File: src/rtl/control_unit.sv
// control_unit: instruction-sequencing FSM for the simple 16-bit CPU datapath.
// It fetches a 9-bit instruction (op/rx/ry) from din in T0, then walks T1..T3
// and drives the bus-mux selects and the register/A/G load enables.
module control_unit (
  input  logic        clk,
  input  logic        resetn,
  input  logic        run,
  input  logic [15:0] din,
  output logic        din_en,
  output logic        gout,
  output logic [2:0]  rout,
  output logic [7:0]  rin,
  output logic        ain,
  output logic        gin,
  output logic        addsub,
  output logic        irin,
  output logic        done
);

  // Timestep encoding; T0 doubles as the idle/fetch state.
  typedef enum logic [1:0] {
    T0 = 2'd0,
    T1 = 2'd1,
    T2 = 2'd2,
    T3 = 2'd3
  } state_t;

  localparam logic [2:0] OpMv  = 3'b000;
  localparam logic [2:0] OpMvi = 3'b001;
  localparam logic [2:0] OpAdd = 3'b010;
  localparam logic [2:0] OpSub = 3'b011;

  state_t     state_q, state_d;
  logic [8:0] ir_q, ir_d;

  logic [2:0] op;
  logic [2:0] rx;
  logic [2:0] ry;
  logic [7:0] rxOneHot;
  logic       isAddSub;
  logic       unusedDinBits;

  // The low seven bits of the instruction word carry no meaning.
  assign unusedDinBits = ^din[6:0];

  // Field split of the held instruction and the one-hot destination decode.
  assign op       = ir_q[8:6];
  assign rx       = ir_q[5:3];
  assign ry       = ir_q[2:0];
  assign rxOneHot = 8'b0000_0001 << rx;
  assign isAddSub = (op == OpAdd) || (op == OpSub);

  // State and instruction register; reset returns to fetch with a cleared IR.
  always_ff @(posedge clk or negedge resetn) begin
    if (!resetn) begin
      state_q <= T0;
      ir_q    <= 9'd0;
    end else begin
      state_q <= state_d;
      ir_q    <= ir_d;
    end
  end

  // Next state and control outputs; everything is held low while in reset so
  // an aborted instruction can never emit a stray load enable or done pulse.
  always_comb begin
    state_d = state_q;
    ir_d    = ir_q;
    din_en  = 1'b0;
    gout    = 1'b0;
    rout    = 3'b000;
    rin     = 8'h00;
    ain     = 1'b0;
    gin     = 1'b0;
    addsub  = 1'b0;
    irin    = 1'b0;
    done    = 1'b0;

    if (resetn) begin
      case (state_q)
        T0: begin
          irin = run;
          if (run) begin
            ir_d    = din[15:7];
            state_d = T1;
          end
        end

        T1: begin
          case (op)
            OpMv: begin
              rout    = ry;
              rin     = rxOneHot;
              done    = 1'b1;
              state_d = T0;
            end
            OpMvi: begin
              din_en  = 1'b1;
              rin     = rxOneHot;
              done    = 1'b1;
              state_d = T0;
            end
            OpAdd, OpSub: begin
              rout    = rx;
              ain     = 1'b1;
              state_d = T2;
            end
            default: begin
              done    = 1'b1;
              state_d = T0;
            end
          endcase
        end

        T2: begin
          if (isAddSub) begin
            rout    = ry;
            gin     = 1'b1;
            addsub  = (op == OpSub);
            state_d = T3;
          end else begin
            state_d = T0;
          end
        end

        T3: begin
          gout    = 1'b1;
          rin     = rxOneHot;
          done    = 1'b1;
          state_d = T0;
        end

        default: begin
          state_d = T0;
        end
      endcase
    end
  end

endmodule

File: config.mk
export PLATFORM = sky130hd
export DESIGN_NAME = control_unit
export DESIGN_NICKNAME = d
export VERILOG_FILES = /design/src/rtl/control_unit.sv
export SDC_FILE = /design/constraint.sdc
export NUM_CORES = 1
export LEC_CHECK = 0
export BUFFER_PORTS_ARGS = -buffer_cell sky130_fd_sc_hd__buf_4
export CAP_MARGIN = 20
export CORE_MARGIN = 1.5
export CORE_UTILIZATION = 49
export CTS_BUF_LIST = sky130_fd_sc_hd__clkbuf_8
export CTS_CLUSTER_DIAMETER = 50
export CTS_CLUSTER_SIZE = 10
export DETAILED_ROUTE_END_ITERATION = 6
export PLACE_DENSITY = 0.82
export RECOVER_POWER = 100
export SYNTH_ARGS = -nofsm -noshare
export SYNTH_HDL_FRONTEND = slang
export SYNTH_SLANG_ARGS = --single-unit
File: constraint.sdc
create_clock -name clk -period 2.8 [get_ports clk]
set_input_delay 0.28 -clock clk [delete_from_list [all_inputs] [get_ports clk]]
set_output_delay 0.28 -clock clk [all_outputs]
set_load 0.03 [all_outputs]
==> Word-level counts from Yosys, hierarchy flattened <==
Cells that the tools add are included.
Widths: inputs -> output; s select.
{ "op_classes": {"n_addsub": 0, "mul": 0, "div_mod_pow": 0, "n_lt_le_gt_ge": 0, "n_eq_ne": 7, "shift": 1, "n_mux": 30, "bitwise": 0, "n_reduce_logical": 7} }
{ "op_table": {"columns": ["cell", "count"], "rows": [
  ["$mux 1", 18],
  ["$mux 8", 2],
  ["$pmux 8 s2", 1],
  ["$pmux 3 s2", 2],
  ["$pmux 2 s4", 1],
  ["$shl 1x3->8 const A", 1],
  ["$eq 3x2->1 const B", 2],
  ["$mux 2", 3],
  ["$mux 3", 2],
  ["$eq 2x2->1 const B", 2],
  ["$reduce_or 2->1", 2],
  ["$eq 3x1->1 const B", 1],
  ["$logic_not 3->1", 1],
  ["$reduce_and 3->1", 1],
  ["$eq 2x1->1 const B", 1],
  ["$logic_not 2->1", 1],
  ["$ne 2x2->1 const B", 1],
  ["$pmux 1 s2", 1],
  ["$reduce_and 2->1", 1],
  ["$logic_or 1x1->1", 1]
]} }
{ "totals": {"ff_bits": 11, "latch_bits": 0, "ram_bits": 0, "mem_bits_ro": 0, "input_bits": 19, "mem_count": 0} }

==> Logic depth before layout (Yosys ltp) <==
Gate-level depths: netlist of run 1.
{ "logic_depth": {"depth_word": 5, "mapped_depth": 5} }

==> Least setup slack after synthesis of run 1 <==
OpenSTA, ideal clock, no wires.
{ "synth_path": {"path_type": "register to output", "start": "register state_q[1]", "end": "output port rin[5]", "t_arrival_ns": 1.769, "path_slack_ns": 0.751, "path_stages_with_launch": 6, "n_path_buf": 0, "cell_sequence": "dfrtp_1 > inv_1 > ha_1 > nor3b_1 > o21ai_0 > nor3_1"} }
{ "synth_via": {"elab_chain_cells": 3, "elab_cells_between_ends": 4, "classes_between": "eq/ne (2); mux (2)"} }
{ "synth_lines": {"columns": ["element", "line", "text"], "rows": [
  ["start, declared", "33", "state_t state_q, state_d;"],
  ["start signal, assigned", "59", "state_q <= state_d;"],
  ["$eq 2x2->1 / $eq 2x1->1 (equally long branches)", "80", "case (state_q)"],
  ["$pmux 8 s2 *", "80", null],
  ["$mux 8 *", "79", "if (resetn) begin"],
  ["end, declared", "12", "output logic [7:0] rin,"]
]} }
Every way passes the cells marked *; elsewhere a longest branch is shown, timed or not.

==> Final worst setup path of run 1 <==
{ "layout_path": {"start": "input port resetn", "end": "output port rout[0]"} }
{ "layout_via": {"elab_chain_cells": 1} }
{ "layout_lines": {"columns": ["element", "line", "text"], "rows": [
  ["start, declared", "6", "input logic resetn,"],
  ["$mux 3", "79", null],
  ["end, declared", "11", "output logic [2:0] rout,"]
]} }
Every way passes these cells.

==> results of run 1 <==
==> sequential cells by signal (all words and copies together), names as in the netlist <==
signal / count
ir_q: 9
state_q: 2
==> power groups by stage <==
stage	combinational (W)	sequential, W	clock (W)
after floorplan	0.000323	0.000302	0
after global routing	0.000429	0.000343	0.000165
after detailed placement	0.000424	0.000329	0
final	0.000392	0.000328	0.000153
after global placement	0.000414	0.000325	0
after CTS	0.000427	0.000327	0.000158
==> worst paths after layout <==
path / end / slack, ps
min in group asynchronous: ir_q[7] / 480
max reg2reg: ir_q[1] / 1190
min reg2reg: ir_q[0] / 510
max in group asynchronous: ir_q[4] / 2120
min: ir_q[7] / 280
max: rout[0] / 440
==> per-stage QoR <==
| stage | instance area, um^2 | setup WS [ps] | cells | power [W] | utilization, % |
|---|---|---|---|---|---|
| finish | 912.1 | 437.2 | 116 | 0.0008738 | 69.23 |
| global route | 912.1 | 345.0 | 116 | 0.0009372 | 69.23 |
| CTS | 985.9 | 601.4 | 116 | 0.0009125 | 74.83 |
| detailed placement | 930.9 | 934.0 | 111 | 0.0007534 | 70.66 |
| global placement | 930.9 | 936.8 | 111 | 0.0007393 | 70.66 |
| floorplan | 699.4 | 750.8 | 68 | 0.0006246 | - |
==> final cells by class <==
type | count | area share [%]
Multi-Input combinational cell | 53 | 44.03
Sequential cell | 11 | 30.18
Timing Repair Buffer | 30 | 17.56
Clock buffer | 3 | 4.527
Tap cell | 15 | 2.058
Inverter | 3 | 1.235
Clock inverter | 1 | 0.4115
==> critical path, stage by stage <==
cell and delay, ps:
dlygate4sd3_1 540, buf_4 270, nand3_1 110, nor3b_1 360, a22o_2 210, clkbuf_1 310
==> placed cells by master (no fill, tap or decap), drive strengths merged, types with 2 or more instances in the layout <==
cell    instances
a21oi           4
a22o            3
and2            2
and4b           2
buf            11
clkbuf         21
dfrtp          11
ha              4
inv             4
mux2            9
nand2           2
nand3           3
nand3b          2
nor2            8
nor3            2
nor3b           3
o21bai          2
or3b            2
==> routing by layer <==
layer / vias up / track usage [%] / part of all wire (%)
met1: 288 / 24.05 / 42
met3: 5 / 4.891 / 5.6
met4: 0 / 10.00 / 1.9
met2: 21 / 32.81 / 51
li1: 310 / - / -
met5: - / 0 / 0
==> kinds of logic (layout without fill, tap and decap cells) <==
family                     count (synthesis)  after routing
AOI/OAI and AO/OA                         10             10
and+or+nand+nor                           30             30
buffers and inverters                      4             37
DFF                                       11             11
adders and majority gates                  4              4
muxes                                      9              9
==> impl_metrics.py, run 1 <==
metrics = {
    "status": {
        "status": "completed",
    },
    "die": {
        "initial_core_util_pct": 53.09,
        "die_w_um": 40.78,
        "rows": 13,
        "core_area_um2": 1318,
        "die_y_um": 40.78,
        "boundaryPins": 37,
        "die_area_um2": 1663,
    },
    "yosys": {
        "ys_top_cells_by_count": "dfrtp_1, mux2_2, nor2_1",
        "synth-edff-count": 0,
        "synth_compound_area_share_pct": 10.55,
        "synth_seq_area_share_pct": 39.36,
        "synth_simple_gate_area_share_pct": 26.12,
        "synth_top_family_by_area": "simple AND/OR/NAND/NOR gates",
        "avgSynthCellArea_um2": 10.29,
        "synth_xor_area_share_pct": 0,
        "async_flop_share_pct": 100.0,
        "synth_most_common_cell": "dfrtp_1",
        "synth_area_leader_cell": "dfrtp_1",
        "synth_fa_ha_area_share_pct": 7.156,
        "synth.mux.area_fraction_pct": 14.49,
        "syn_area_um2": 699.4,
        "netlist.area_leader.share_pct": 39.36,
        "synth_area_leaders": "dfrtp_1, mux2_2, ha_1, a22o_2, nor2_1",
        "yosys_warnings": 0,
        "ys_types": 26,
        "ys_seq_elements": 11,
        "synth_flop_cell": "dfrtp_1",
        "syn_nets": 91,
        "syn_inst": 68,
    },
    "setup_path": {
        "worstPathMaxFanout": 26,
        "cp-end-kind": "output pin",
        "cp.required_ps": 2520,
        "reg2reg_depth": 4,
        "cp_data_arrival_time_ps": 2080,
        "timing.rr.start": "state_q[0]",
        "cp-start-kind": "input pin",
        "criticalPathCategory": "in -> out",
        "crit_path_start": "resetn",
    },
    "pwr": {
        "irDropWorstVdd_mv": 0.5708,
        "p_leak_nw": 0.4051,
        "switching_share_pct": 41.26,
        "p_per_area_nw_per_um2": 958.0,
        "pwr-share-seq_pct": 37.6,
        "pwr-share-clk_pct": 17.5,
        "p_int_w": 0.0005133,
        "power_switching_w": 0.0003605,
        "power_frac_comb_pct": 44.9,
    },
    "cells_and_area": {
        "seq_area_um2": 275.3,
        "n_antenna_cell": 0,
        "multi_input_area_um2": 401.6,
        "layout-drive-gt1-share_pct": 27.72,
        "nets": 125,
        "fillers": 118,
        "area_growth_pct": 30.41,
    },
    "sta": {
        "hold_slack_ps": 275.3,
        "max_freq_ghz": 0.4232,
        "worst_pin_slew_ps": 463.5,
        "fin_tns_setup_ps": 0,
        "final-setup-viol-count": 0,
        "finClkSkew_ps": 1.543,
        "period_minus_slack_ps": 2363,
        "hold_violations": 0,
        "slew_viol_final": 0,
        "rsz0062_at_grt": "false",
        "max-slew-margin-rel_pct": 69.01,
        "fin_crit_sh_pct": 84.39,
    },
    "cts": {
        "htree_levels": 1,
        "clock-root-buffer": "clkbuf_8",
        "numCtsBuffers": 3,
        "holdBufCountCts": 1,
        "clock_latency_ps": 240,
        "cts_resized": 0,
        "cts_setup_buffers": 0,
        "clockBufferDepth": 2,
        "cts.sinks": 11,
        "cts_tree": "yes",
        "clk_pin_slew_worst_paths_ps": 50,
    },
    "run": {
        "maxCapViolations": 0,
    },
    "grt": {
        "antenna_found_initial": 0,
        "grt_pass1_vias": 478,
        "grt-ovfl-total": 0,
        "grt_max_degree": 27,
        "grtUsageTotal_pct": 20.00,
        "grt_pass1_wl_um": 2076,
    },
    "detailed_routing": {
        "viasPerCell": 5.379,
        "dr.pass1.iters": 4,
        "routed_wl_um": 1471,
        "antenna_left": 0,
        "drt_iter0_markers": 5,
        "wl_per_cell_um": 12.68,
        "drc": 0,
        "vias": 624,
    },
    "place": {
        "port_buffers": 29,
        "gp_congestion": 0.7844,
        "dp_hpwl_um": 1092,
    },
    "worst_hold_path": {
        "hold_depth": 2,
        "worstHoldStart": "din[14]",
        "min_path_type": "in -> reg",
    },
}
Power figures use the tool's default switching activity.
==> inputs of run 2 (changes only) <==
ABC_AREA = 1   (was not set)
CORE_UTILIZATION = 42   (was 49)
PLACE_DENSITY = 0.73   (was 0.82)
clock period = 2.1 ns   (was 2.8 ns; I/O delays follow)
==> impl_metrics.py, run 2 <==
metrics = {
    "die": {
        "rows": 14,
        "boundaryPins": 37,
        "die_y_um": 44.96,
        "die_area_um2": 2021,
        "die_w_um": 44.96,
        "core_area_um2": 1577,
        "initial_core_util_pct": 46.90,
    },
    "cells_and_area": {
        "regMostFlops": "ir_q",
        "largest_reg_flops": 9,
        "fillers": 174,
        "stdcell_area_um2": 972.2,
        "layout-drive-gt1-share_pct": 21.58,
        "final_cell_mix": "nand2_1, inv_1, buf_4",
        "final_common_cell": "nand2_1",
        "n_antenna_cell": 0,
        "area_growth_pct": 31.47,
        "finish.utilization_pct": 61.67,
        "top_regs": "ir_q (9), state_q (2)",
        "nets": 163,
    },
    "yosys": {
        "synth_xor_area_share_pct": 0,
        "netlist.area_leader.share_pct": 37.23,
        "syn_inst": 107,
        "async_flop_share_pct": 100.0,
        "synth_fa_ha_area_share_pct": 6.768,
        "synth_seq_area_share_pct": 37.23,
        "synth_simple_gate_area_share_pct": 40.10,
        "avgSynthCellArea_um2": 6.911,
        "synth_area_leaders": "dfrtp_1, nand2_1, nand3_1, inv_1, ha_1",
        "syn_nets": 130,
        "ys_types": 16,
        "synth_area_leader_cell": "dfrtp_1",
        "syn_area_um2": 739.5,
        "yosys_warnings": 0,
        "synth_most_common_cell": "nand2_1",
        "synth_flop_cell": "dfrtp_1",
        "ys_top_cells_by_count": "nand2_1, inv_1, nor2_1",
        "synth-edff-count": 0,
        "synth_top_family_by_area": "simple AND/OR/NAND/NOR gates",
        "synth.mux.area_fraction_pct": 0,
        "synth_compound_area_share_pct": 5.584,
        "ys_seq_elements": 11,
    },
    "status": {
        "status": "completed",
    },
    "sta": {
        "final-setup-viol-count": 0,
        "hold_violations": 0,
        "max-slew-margin-rel_pct": 75.13,
        "max_freq_ghz": 0.5269,
        "period_minus_slack_ps": 1898,
        "fin_tns_setup_ps": 0,
        "finClkSkew_ps": 5.471,
        "fin_crit_sh_pct": 90.38,
        "worst_pin_slew_ps": 374.7,
        "slew_viol_final": 0,
        "rsz0062_at_grt": "false",
    },
    "worst_hold_path": {
        "min_path_type": "in -> reg",
    },
    "grt": {
        "grt-ovfl-total": 0,
        "antenna_found_initial": 0,
        "grt_pass1_vias": 666,
        "grt_max_degree": 19,
        "grtUsageTotal_pct": 20.05,
        "grt_pass1_wl_um": 2925,
    },
    "cts": {
        "clock-root-buffer": "clkbuf_8",
        "cts.sinks": 11,
        "cts_tree": "yes",
        "htree_levels": 1,
        "clk_pin_slew_worst_paths_ps": 50,
        "clockBufferDepth": 2,
        "numCtsBuffers": 3,
        "clock_latency_ps": 230,
        "cts_setup_buffers": 0,
    },
    "setup_path": {
        "worstPathMaxFanout": 9,
        "criticalPathCategory": "reg -> out",
        "cp-end-kind": "output pin",
        "cp_data_arrival_time_ps": 1690,
        "cp-start-kind": "register",
        "cp.required_ps": 1890,
    },
    "pwr": {
        "irDropWorstVdd_mv": 0.7602,
        "p_leak_nw": 0.5426,
        "power_frac_comb_pct": 52.0,
        "switching_share_pct": 49.30,
        "power_switching_w": 0.0006312,
        "pwr-share-clk_pct": 16.1,
        "p_per_area_nw_per_um2": 1317,
        "pwr-share-seq_pct": 32.0,
        "p_int_w": 0.0006492,
    },
    "detailed_routing": {
        "vias": 774,
        "drc": 0,
        "antenna_left": 0,
        "dr.pass1.iters": 4,
        "drt_iter0_markers": 5,
        "wl_per_cell_um": 11.37,
        "routed_wl_um": 1762,
        "viasPerCell": 4.994,
    },
    "run": {
        "maxCapViolations": 0,
    },
    "place": {
        "port_buffers": 29,
        "gp_congestion": 0.8017,
        "place_area_um2": 960.9,
        "dp_hpwl_um": 1374,
    },
}
==> run 2: cell types whose count changed after synthesis, sizes merged, moves of 3 or more <==
| cell | delta |
|---|---|
| o21ai | +6 |
| nand2 | +32 |
| nand3 | +9 |
| nand4 | +3 |
| mux2 | -9 |
| a22o | -3 |
| nor3b | -3 |
| nor2 | +6 |
| a21oi | -4 |
| inv | +13 |
==> run 2: worst paths after layout <==
check,cells past startpoint,slack [ps],to,start
setup reg to reg,8,650,state_q[0],state_q[0]
max in group asynchronous,2,1510,ir_q[3],resetn
hold reg to reg,2,520,ir_q[2],ir_q[2]
min in group asynchronous,2,390,ir_q[2],resetn
hold / removal,3,170,ir_q[2],din[9]
setup / recovery,7,200,rin[5],state_q[1]
==> run 2: logic make-up after synthesis <==
group / after synthesis
fa+ha+maj: 4
flops: 11
compound gates: 8
simple gates: 66
buf+inv: 18
==> run 2: repair_timing <==
item | in CTS | in global routing
hold endpoints to repair | 11 | 0
endpoints found under the setup margin | 0 | 1
hold buffers | 1 | 0
gates resized for setup | 0 | 1
==> run 2: per-stage QoR <==
step                setup slack (ps)   power, W  hold slack, ps  instances
floorplan                      372.6  0.0008983          -85.59        107
global placement               500.7   0.001075           87.00        150
detailed placement             414.2   0.001098           88.75        150
CTS                            154.3   0.001311           167.0        155
global route                   53.35   0.001403           162.0        155
finish                         202.1   0.001280           166.1        155
==> run 2: critical path, cell delays in order (launching register included) <==
cell      delay [ps]
dfrtp_1          400
inv_1            120
ha_2             280
nand2_1          100
nand2_1           80
nand3_1          130
nor2_1           130
clkbuf_2         210
==> run 2: cell type report <==
class                   instances  area, um^2  share of cell area (%)
well taps                      16       20.02                   2.059
repair buffers                 30       181.4                   18.66
multi-input cells              78       390.4                   40.15
flip-flops and latches         11       275.3                   28.31
clock inverters                 1       3.754                  0.3861
clock buffers                   3       41.29                   4.247
inverters                      16       60.06                   6.178
==> run 2: power by group through the flow <==
stage	Combinational (W)	Clock, W	Sequential [W]
4_1_cts	0.000695	0.000209	0.000407
6_report	0.000665	0.000206	0.000409
3_3_place_gp	0.000669	0	0.000405
3_5_place_dp	0.000688	0	0.000410
2_1_floorplan	0.000511	0	0.000387
5_1_grt	0.000751	0.000226	0.000426
==> run 2: metal layers <==
metal	global-route usage, %	part of all wire [%]
met5	0	0
met4	8.824	0.96
met3	3.600	5.0
met2	32.57	47
met1	26.02	47
==> inputs of run 3 (changes only) <==
PLACE_DENSITY = 0.77   (was 0.73)
==> impl_metrics.py, run 3 (synthesized netlist as in run 2, its figures left out) <==
metrics = {
    "status": {
        "status": "completed",
    },
    "setup_path": {
        "crit_buf_inv": 2,
        "cp-end-kind": "output pin",
        "worstPathMaxFanout": 9,
        "reg2reg_depth": 5,
        "critPathMaxStageDelay_ps": 400,
        "path_cells": "inv_1 > ha_1 > nand2_1 > nand2_1 > nand3_1 > nor2_1 > buf_2",
        "cp_data_arrival_time_ps": 1770,
        "criticalPathCategory": "reg -> out",
        "critPathSlowestCell": "dfrtp_1",
        "crit_top_cell": "nand2_1",
        "cp-start-kind": "register",
        "cp.required_ps": 1890,
        "crit_family": "simple AND/OR/NAND/NOR gates",
        "cp.depth": 7,
    },
    "pwr": {
        "pwr-share-seq_pct": 32.5,
        "switching_share_pct": 49.37,
        "p_per_area_nw_per_um2": 1312,
        "p_int_w": 0.0006443,
        "p_leak_nw": 0.5517,
        "pwr-share-clk_pct": 16.5,
        "power_switching_w": 0.0006283,
        "p_total_w": 0.001273,
        "power_frac_comb_pct": 51.0,
        "irDropWorstVdd_mv": 0.7498,
    },
    "cells_and_area": {
        "fillers": 167,
        "final_common_cell": "nand2_1",
        "final_cell_mix": "nand2_1, inv_1, buf_4",
        "nets": 163,
        "final-instance-count-excl-fill": 155,
        "regMostFlops": "ir_q",
        "largest_reg_flops": 9,
        "n_antenna_cell": 0,
        "top_regs": "ir_q (9), state_q (2)",
        "layout-drive-gt1-share_pct": 22.30,
        "area_growth_pct": 31.13,
    },
    "sta": {
        "worst_pin_slew_ps": 391.8,
        "fin_tns_setup_ps": 0,
        "fin_ws_ps": 124.0,
        "finClkSkew_ps": 3.210,
        "max_freq_ghz": 0.5061,
        "slew_viol_final": 0,
        "max-slew-margin-rel_pct": 73.99,
        "hold_violations": 0,
        "rsz0062_at_grt": "false",
        "final-setup-viol-count": 0,
        "period_minus_slack_ps": 1976,
        "fin_crit_sh_pct": 94.10,
    },
    "detailed_routing": {
        "wl_per_cell_um": 11.25,
        "routed_wl_um": 1744,
        "antenna_left": 0,
        "vias": 782,
        "viasPerCell": 5.045,
        "dr.pass1.iters": 4,
        "drt_iter0_markers": 19,
        "drc": 0,
    },
    "place": {
        "gp_congestion": 0.7537,
        "dpl.cell_count": 150,
        "dp_hpwl_um": 1379,
        "dp_slack_ps": 421.0,
        "port_buffers": 29,
    },
    "run": {
        "maxCapViolations": 0,
    },
    "cts": {
        "clockBufferDepth": 2,
        "cts.sinks": 11,
        "cts_tree": "yes",
        "htree_levels": 1,
        "clock_latency_ps": 240,
        "clk_pin_slew_worst_paths_ps": 50,
        "numCtsBuffers": 3,
        "clock-root-buffer": "clkbuf_8",
    },
    "worst_hold_path": {
        "min_path_type": "in -> reg",
        "hold_depth": 3,
    },
    "die": {
        "die_w_um": 44.96,
        "boundaryPins": 37,
        "core_area_um2": 1577,
        "die_y_um": 44.96,
        "initial_core_util_pct": 46.90,
        "die_area_um2": 2021,
        "rows": 14,
    },
    "grt": {
        "grt-ovfl-total": 0,
        "grt.met1_usage_pct": 22.61,
        "use_met3_pct": 2.400,
        "grt_max_degree": 19,
        "grt_pass1_vias": 651,
        "grtUsageTotal_pct": 19.20,
        "use_met2_pct": 32.57,
        "antenna_found_initial": 0,
        "grt_pass1_wl_um": 2760,
        "grt_busiest_layer": "met2",
    },
}
## run 3: stage by stage
step / area (um^2) / hold WS (ps) / util, %
floorplan: 739.5 / -85.59 / -
global placement: 960.9 / 86.21 / 60.95
detailed placement: 960.9 / 89.63 / 60.95
CTS: 1016 / 155.7 / 64.44
global route: 969.7 / 167.0 / 61.51
finish: 969.7 / 157.9 / 61.51
## run 3: final timing paths
check	start	endpoint	slack, ps
min reg2reg	ir_q[1]	ir_q[1]	510
min in group asynchronous	resetn	state_q[1]	370
max reg2reg	state_q[1]	ir_q[4]	680
max in group asynchronous	resetn	ir_q[3]	1530
min	din[8]	ir_q[1]	160
max	state_q[1]	rin[7]	120
## run 3: timing repair
item | 4_1_cts | 5_1_grt
buffers inserted | 0 | 0
resized for setup | 0 | 0
hold buffers | 1 | 0
hold endpoints to repair | 11 | 0
## run 3: layout make-up
cell class / count / area, um^2 / share of cell area [%]
well taps: 16 / 20.02 / 2.065
clock buffers: 3 / 41.29 / 4.258
repair buffers: 30 / 181.4 / 18.71
flip-flops and latches: 11 / 275.3 / 28.39
clock inverters: 1 / 3.754 / 0.3871
inverters: 16 / 60.06 / 6.194
multi-input cells: 78 / 387.9 / 40.00
## run 3: worst register-to-register path, stage by stage (launching register included)
cell and delay [ps]:
dfrtp_1 400, inv_1 120, ha_1 230, nand3_4 110, inv_1 290, o21ai_0 130
## run 3: per-layer routing
layer	routed length [um]	share of wire, %
met4	41	2.4
met2	848	49
met1	744	43
met3	110	6.3
met5	0	0
## run 3: power by group through the flow
stage,Combinational (W),Clock [W],Sequential [W]
finish,0.000649,0.000211,0.000413
floorplan,0.000511,0,0.000387
CTS,0.000686,0.000218,0.000413
detailed placement,0.000676,0,0.000417
global route,0.000734,0.000229,0.000426
global placement,0.000659,0,0.000408
